===== config.mk =====
export PLATFORM = sky130hd
export DESIGN_NAME = alu_iter
export DESIGN_NICKNAME = d
export VERILOG_FILES = /design/src/rtl/alu_pkg.sv /design/src/rtl/alu_comb.sv /design/src/rtl/alu_iter.sv
export SDC_FILE = /design/constraint.sdc
export NUM_CORES = 1
export LEC_CHECK = 0
export ABC_AREA = 1
export CORE_ASPECT_RATIO = 0.8
export CORE_UTILIZATION = 43
export DETAILED_ROUTE_END_ITERATION = 10
export PLACE_DENSITY = 0.7
export SKIP_CTS_REPAIR_TIMING = 1
export SYNTH_ARGS = -nofsm -noshare
export SYNTH_HDL_FRONTEND = slang
export SYNTH_SLANG_ARGS = --single-unit

===== constraint.sdc =====
create_clock -name clk -period 2.2 [get_ports clk]
set_input_delay 0.33 -clock clk [delete_from_list [all_inputs] [get_ports clk]]
set_output_delay 0.33 -clock clk [all_outputs]
set_load 0.01 [all_outputs]

===== src/rtl/alu_pkg.sv =====
// rtl/alu_pkg.sv - shared ALU operation codes, FSM state type and width
// Shared by the ALU controller, alu_comb and alu_iter so every block
// decodes the same 4-bit operation codes.
package alu_pkg;

  // Operand/result width; the shift-amount field below assumes 32.
  localparam int DATA_WIDTH = 32;
  localparam int SHAMT_W    = 5;

  localparam logic [3:0] OP_AND = 4'b0000;
  localparam logic [3:0] OP_OR  = 4'b0001;
  localparam logic [3:0] OP_ADD = 4'b0010;
  localparam logic [3:0] OP_XOR = 4'b0011;
  localparam logic [3:0] OP_SLL = 4'b0100;
  localparam logic [3:0] OP_SRL = 4'b0101;
  localparam logic [3:0] OP_SRA = 4'b0111;
  localparam logic [3:0] OP_BEQ = 4'b1000;
  localparam logic [3:0] OP_BNE = 4'b1001;
  localparam logic [3:0] OP_SUB = 4'b1010;
  localparam logic [3:0] OP_BGE = 4'b1011;
  localparam logic [3:0] OP_SLT = 4'b1100;
  localparam logic [3:0] OP_BLT = 4'b1110;

  typedef enum logic [1:0] {
    ST_IDLE  = 2'd0,
    ST_SHIFT = 2'd1,
    ST_DONE  = 2'd2
  } state_e;

  function automatic logic is_shift_op(input logic [3:0] op);
    return (op == OP_SLL) || (op == OP_SRL) || (op == OP_SRA);
  endfunction

  // One bit of an iterative shift; SRA replicates the sign bit.
  function automatic logic [DATA_WIDTH-1:0] shift_step(
    input logic [3:0]            op,
    input logic [DATA_WIDTH-1:0] value
  );
    logic [DATA_WIDTH-1:0] r;
    case (op)
      OP_SLL:  r = {value[DATA_WIDTH-2:0], 1'b0};
      OP_SRL:  r = {1'b0, value[DATA_WIDTH-1:1]};
      OP_SRA:  r = {value[DATA_WIDTH-1], value[DATA_WIDTH-1:1]};
      default: r = value;
    endcase
    return r;
  endfunction

endpackage


===== src/rtl/alu_comb.sv =====
// rtl/alu_comb.sv - single-cycle evaluation of all non-shift ALU codes
// Ports:
//   operation  in   4-bit operation code
//   src_a      in   first operand
//   src_b      in   second operand
//   result     out  result; branch/compare codes return the flag in bit 0
// Shift and undefined codes return 0; shifts are handled iteratively by alu_iter.
module alu_comb #(
  parameter int DATA_WIDTH = alu_pkg::DATA_WIDTH
) (
  input  logic [3:0]            operation,
  input  logic [DATA_WIDTH-1:0] src_a,
  input  logic [DATA_WIDTH-1:0] src_b,
  output logic [DATA_WIDTH-1:0] result
);
  import alu_pkg::*;

  logic [DATA_WIDTH-1:0] sum;
  logic [DATA_WIDTH-1:0] diff;
  logic                  eq;
  logic                  lt_s;

  always_comb begin
    sum  = src_a + src_b;
    diff = src_a - src_b;
    eq   = (src_a == src_b);
    lt_s = ($signed(src_a) < $signed(src_b));

    result = '0;
    case (operation)
      OP_AND:  result = src_a & src_b;
      OP_OR:   result = src_a | src_b;
      OP_ADD:  result = sum;
      OP_XOR:  result = src_a ^ src_b;
      OP_SUB:  result = diff;
      OP_BEQ:  result = {{(DATA_WIDTH-1){1'b0}}, eq};
      OP_BNE:  result = {{(DATA_WIDTH-1){1'b0}}, ~eq};
      OP_BGE:  result = {{(DATA_WIDTH-1){1'b0}}, ~lt_s};
      OP_SLT:  result = {{(DATA_WIDTH-1){1'b0}}, lt_s};
      OP_BLT:  result = {{(DATA_WIDTH-1){1'b0}}, lt_s};
      default: result = '0;
    endcase
  end

endmodule


===== src/rtl/alu_iter.sv =====
// rtl/alu_iter.sv - ALU with valid/ready handshake and one-bit-per-cycle shifter
// Ports:
//   clk, reset   clock and synchronous active-high reset
//   in_valid     in   request present
//   in_ready     out  high only in IDLE
//   operation    in   4-bit operation code
//   src_a        in   first operand
//   src_b        in   second operand; bits [4:0] are the shift amount
//   out_valid    out  high only in DONE
//   out_ready    in   consumer accepts the result
//   alu_result   out  last completed result, held until the next completion
module alu_iter #(
  parameter int DATA_WIDTH = alu_pkg::DATA_WIDTH
) (
  input  logic                  clk,
  input  logic                  reset,
  input  logic                  in_valid,
  output logic                  in_ready,
  input  logic [3:0]            operation,
  input  logic [DATA_WIDTH-1:0] src_a,
  input  logic [DATA_WIDTH-1:0] src_b,
  output logic                  out_valid,
  input  logic                  out_ready,
  output logic [DATA_WIDTH-1:0] alu_result
);
  import alu_pkg::*;

  state_e                state_q,  state_d;
  logic [SHAMT_W-1:0]    count_q,  count_d;
  logic [3:0]            op_q,     op_d;
  logic [DATA_WIDTH-1:0] work_q,   work_d;
  logic [DATA_WIDTH-1:0] result_q, result_d;

  logic [DATA_WIDTH-1:0] comb_result;
  logic [DATA_WIDTH-1:0] shifted;
  logic [SHAMT_W-1:0]    shamt_in;
  logic                  accept;
  logic                  start_shift;

  alu_comb #(.DATA_WIDTH(DATA_WIDTH)) u_alu_comb (
    .operation (operation),
    .src_a     (src_a),
    .src_b     (src_b),
    .result    (comb_result)
  );

  always_ff @(posedge clk) begin
    if (reset) begin
      state_q  <= ST_IDLE;
      count_q  <= '0;
      op_q     <= OP_AND;
      work_q   <= '0;
      result_q <= '0;
    end else begin
      state_q  <= state_d;
      count_q  <= count_d;
      op_q     <= op_d;
      work_q   <= work_d;
      result_q <= result_d;
    end
  end

  always_comb begin
    shamt_in    = src_b[SHAMT_W-1:0];
    accept      = in_valid && (state_q == ST_IDLE);
    start_shift = is_shift_op(operation) && (shamt_in != '0);
    shifted     = shift_step(op_q, work_q);
  end

  // Next-state logic.
  always_comb begin
    state_d = state_q;
    case (state_q)
      ST_IDLE:  if (accept) state_d = start_shift ? ST_SHIFT : ST_DONE;
      ST_SHIFT: if (count_q == SHAMT_W'(1)) state_d = ST_DONE;
      ST_DONE:  if (out_ready) state_d = ST_IDLE;
      default:  state_d = ST_IDLE;
    endcase
  end

  // Datapath: capture on accept, shift one bit per SHIFT cycle.
  always_comb begin
    count_d  = count_q;
    op_d     = op_q;
    work_d   = work_q;
    result_d = result_q;
    case (state_q)
      ST_IDLE: begin
        if (accept) begin
          op_d    = operation;
          work_d  = src_a;
          count_d = shamt_in;
          // A shift by n>0 leaves the previous result visible until it completes.
          if (!is_shift_op(operation)) begin
            result_d = comb_result;
          end else if (!start_shift) begin
            result_d = src_a;
          end
        end
      end
      ST_SHIFT: begin
        work_d  = shifted;
        count_d = count_q - SHAMT_W'(1);
        if (count_q == SHAMT_W'(1)) begin
          result_d = shifted;
        end
      end
      default: ;
    endcase
  end

  // Outputs.
  always_comb begin
    in_ready   = (state_q == ST_IDLE);
    out_valid  = (state_q == ST_DONE);
    alu_result = result_q;
  end

endmodule


# Word-level counts from Yosys, hierarchy flattened
# Cells that the tools add are included.
# op_classes
addsub,3
magnitude_cmp,1
n_eq_ne,23
n_mux,16
bitwise_logic,5
n_reduce_logical,13
# op_table
op,count
32-bit one-hot mux with 9 select lines,1
32-bit 2-to-1 mux,5
32-bit one-hot mux with 2 select lines,2
32-bit one-hot mux with 3 select lines,1
32-bit adder,1
32-bit bitwise AND,1
32-bit == test,1
32-bit less-than comparator,1
32-bit OR,1
32-bit subtractor,1
32-bit bitwise XOR,1
4-bit by 3-bit == test with 1-bit output (second input constant),6
4-bit == test (second input constant),6
5-bit one-hot mux with 2 select lines,1
4-bit by 2-bit == test with 1-bit output (second input constant),2
2-bit 2-to-1 mux,4
2-bit one-hot mux with 3 select lines,1
5-bit by 1-bit == test with 1-bit output (second input constant),1
5-bit 2-to-1 mux,1
5-bit nonzero test,1
5-bit by 1-bit subtractor with 5-bit output (second input constant),1
4-bit by 1-bit == test with 1-bit output (second input constant),1
4-bit logical NOT,1
2-bit by 1-bit != test with 1-bit output (second input constant),2
13 further kinds,17
# word_totals
reg_bits,75
inputBits,72
out_inout_bits,34
elab_cells,66

# Depth between registers and ports, before layout
# depth
word_depth,8
mapped_depth,18
ltp_nobuf,18

# Modules after synthesis
# Synthesis repeated with hierarchy kept, for this count alone.
# hier_totals
hier_cells,2090
area_unflattened_um2,11334.6
# modules_own_cells
mod,n_inst,cells_each,area_each_um2,seq_area_each_um2
alu_comb,1,1267,6556.3,0.0
alu_iter,1,823,4778.3,1501.4

# Least setup slack after synthesis
# Ideal clock, no wire load.
# synth_timing
path_kind,input-to-reg
start,in src_a[0]
end,"reg result_q[20], in the netlist alu_result[20]"
setup_time_ns,0.123
t_arrival_ns,1.856
t_required_ns,2.077
slack_ns,0.221
stages,16
n_path_buf,0
cell_sequence,inv_1 > ha_1 > fa_1 > inv_1 > nand2_1 > nand2_1 > and2_1 > nand2_1 > nand3b_1 > nand3_1 > nand2_1 > nand2_1 > nand3_1 > nand3_1 > nand2_1 > a21oi_1
# synth_between
elab_chain_cells,5
word_cells_on_any_way,6
cone_classes,2 x add/sub; 4 x mux
# synth_rtl
item,line_no,text
"start, declared",alu_iter.sv:20,"input logic [DATA_WIDTH-1:0] src_a,"
32-bit subtractor / 32-bit adder (equally long branches),"alu_comb.sv:25, alu_comb.sv:24",
32-bit one-hot mux with 9 select lines *,alu_comb.sv:30,case (operation)
32-bit 2-to-1 mux *,alu_iter.sv:94,if (!is_shift_op(operation)) begin
32-bit 2-to-1 mux *,alu_iter.sv:89,if (accept) begin
32-bit one-hot mux with 2 select lines *,alu_iter.sv:87,case (state_q)
"end signal, assigned",alu_iter.sv:59,result_q <= result_d;
"end, declared",alu_iter.sv:32,"logic [DATA_WIDTH-1:0] result_q, result_d;"
# Every way passes the cells marked *; elsewhere a longest branch is shown, timed or not. The select of a mux whose other input is x is not followed.
# A chain may end at the register's enable or synchronous reset.

# Worst setup path after layout
# layout_timing
start,in src_a[24]
end,"reg result_q[31], in the netlist alu_result[31]"
# Same word-level chain as after synthesis.

==> impl_metrics.csv <==
group,metric,value,unit
outcome,status,"finished clean",
sta,period_needed,2.165,ns
detailed_routing,first_iter_violations,1496,
finish,nets,2404,
finish,layout-drive-gt1-share,0.3246,
floorplanning,num_io_pins,106,
power_and_ir_drop,power,8.378,mW
global_route,grt_pass1_wl,68680,um
setup_path,r2r_setup_slack,0.10,ns
floorplanning,initial_core_util,0.4414,
detailed_routing,via_per_inst,5.519,
setup_path,path_max_fanout,6,
place,routabilityCongestion,0.9909,
detailed_routing,drt-met1-wl,19080,um
logic_synthesis,ys_ff_latch,75,
detailed_routing,ant_nets,0,
finish,fill_cells,2125,
detailed_routing,met2_length,20980,um
setup_path,worstSetupEndpointType,"flop",
floorplanning,core-area,23520,sq um
floorplanning,die-area,24770,sq um
logic_synthesis,ys_types,48,
detailed_routing,firstDrtPassIters,7,
detailed_routing,wirelength,46190,um
global_route,grt_pass1_vias,12812,
floorplanning,std_cell_rows,50,
clock_network,numClockSinks,75,
floorplanning,die_w,175.7,um
clock_network,cts_buffers,9,
min_path,hold_class,"primary input to flop",
setup_path,cp.required,2.43,ns
sta,slew_violations,0,
sta,period_share,0.9843,
setup_path,critPathLaunchType,"primary input",
sta,clock_skew,0.008058,ns
sta,worst-slew-pin-transition,0.5203,ns
detailed_routing,dr.max_layer_used,"met4",
clock_network,clkTransAtPathRegs,0.06,ns
logic_synthesis,syn-num-nets,1990,
detailed_routing,vias,13997,
finish,diodes,0,
finish,fin_cells,2536,
sta,max_clock_freq,0.4618,GHz
sta,finalSetupViolations,0,
clock_network,tritoncts,"yes",
logic_synthesis,avgSynthCellArea,5.749,sq um
power_and_ir_drop,ir_worst_vdd,0.0005075,V
finish,syn2layout_area_growth,55.92,%
setup_path,cp.arrival,2.40,ns
clock_network,htreeDepth,3,
global_route,grt_usage,0.3564,
logic_synthesis,synthCells,1806,
power_and_ir_drop,leakagePower,8.366,nW
floorplanning,chipHeight,141.0,um
sta,hold_violations,0,
place,pre_cts_slack,-0.7141,ns
global_route,antenna_found_initial,0,
logic_synthesis,synth-edff-count,0,
power_and_ir_drop,cellPowerDensity,517.6,nW/um^2
detailed_routing,drcViolationCount,0,
logic_synthesis,synth_ff_type,"dfxtp_1",
place,post-place-cells,2504,
clock_network,clock_path_buffers,2,
sta,setup_ws,0.03462,ns
place,hpwl,36500,um
logic_synthesis,synth-seq-area-share,0.1446,
logic_synthesis,syn_area,10380,sq um
detailed_routing,met3_length,3558,um
detailed_routing,routedWlPerCell,18.21,um
logic_synthesis,synthArstFlopShare,0,
setup_path,worstSetupPathType,"primary input to flop",
run,max_cap_violations,0,
place,io_buffers,105,
clock_network,cts-root-buf,"clkbuf_16",
clock_network,clk_latency,0.35,ns
logic_synthesis,ys_warn_count,0,
global_route,overflow,0,
sta,slew_headroom,0.6528,
global_route,grt_max_degree,60,
-- sequential cells by signal, indices dropped and copies added (netlist names) --
signal and flops:
op_q 4, alu_result 32, work_q 32, state_q 2
count_q 5
-- worst paths after layout --
path                   from             end  depth (start not counted)
hold reg to reg     op_q[2]         op_q[2]                          2
setup / recovery  src_a[24]  alu_result[31]                         15
setup reg to reg    op_q[2]  alu_result[20]                         10
hold / removal    src_a[28]      work_q[28]                          4
-- through the flow --
step | util | hold slack (ns) | cell area [sq um] | setup TNS (ns)
4_1_cts | 0.6209 | 0.4578 | 14600 | -6.964
2_1_floorplan | - | 0.4085 | 10380 | 0
3_5_place_dp | 0.6070 | 0.4478 | 14280 | -18.28
6_report | 0.6882 | 0.4462 | 16190 | 0
5_1_grt | 0.6882 | 0.4497 | 16190 | -0.2386
3_3_place_gp | 0.6070 | 0.4449 | 14280 | -17.52
-- cell type report --
| class | count | area (sq um) | area share |
|---|---|---|---|
| Clock buffer | 11 | 252.7 | 0.01561 |
| Clock inverter | 4 | 73.82 | 0.004560 |
| Inverter | 300 | 1127 | 0.06964 |
| Multi-Input combinational cell | 1349 | 8573 | 0.5296 |
| Sequential cell | 75 | 1501 | 0.09275 |
| Tap cell | 312 | 390.4 | 0.02412 |
| Timing Repair Buffer | 485 | 4269 | 0.2637 |
-- power by group --
part           switching (mW)  internal, mW
logic                    2.69          2.13
registers               0.247          1.67
clock network           0.602          1.05
total                    3.54          4.84
-- Yosys cell counts (all sizes together), types with 4 or more instances --
master	number	area [sq um]
nor2	163	689.4
a311oi	27	236.5
nor3	20	110.1
ha	110	1376
o21bai	7	52.55
nand3b	6	57.56
o21ai	112	560.5
buf	52	324.1
a221oi	16	140.1
o211ai	10	75.07
a21oi	164	832.1
nand3	123	625.6
xor2	8	70.07
nand4	8	50.05
o22ai	26	162.7
a31oi	29	181.4
inv	299	1122
nand2	498	1902
nor4	4	25.02
clkbuf	30	123.9
dfxtp	75	1501
-- logic make-up after synthesis --
kind of cell | share of synthesized area
buffers and inverters | 0.1516
xor gates and xnor gates | 0.006749
and+or+nand+nor | 0.3363
adders and majority gates | 0.1364
DFF | 0.1446
AOI/OAI and AO/OA | 0.2243
-- placed cells by master (no fill, tap or decap), types with 24 or more instances in the layout --
master,netlist,final
a21oi_2,3,34
buf_4,11,352
dfxtp_1,75,75
dlymetal6s2s_1,0,59
a31oi_1,29,29
o21ai_0,104,91
nand2_1,485,427
o22ai_1,26,26
nand3_1,121,98
ha_1,110,77
inv_1,283,225
ha_4,0,31
clkdlybuf4s50_1,0,44
inv_2,16,73
nand2_2,13,59
nor2_1,146,108
nor2_4,7,31
nor2_2,10,24
a21oi_1,161,126
-- per-layer routing --
layer,global-route usage,vias up
li1,-,6693
met1,0.4587,6492
met2,0.5900,680
met3,0.05232,132
met4,0.1556,0
met5,0,-
-- worst max-delay path, stage by stage --
cell	delay, ns
clkdlybuf4s50_1	0.50
inv_1	0.09
ha_4	0.33
nand2_2	0.08
inv_2	0.09
nand2_2	0.09
nor3_1	0.20
a21oi_2	0.09
buf_4	0.15
nand2_1	0.05
nand2_1	0.06
nand3_1	0.07
nand3_1	0.07
nand2_1	0.13
a21oi_2	0.06
Power figures use the tool's default switching activity.
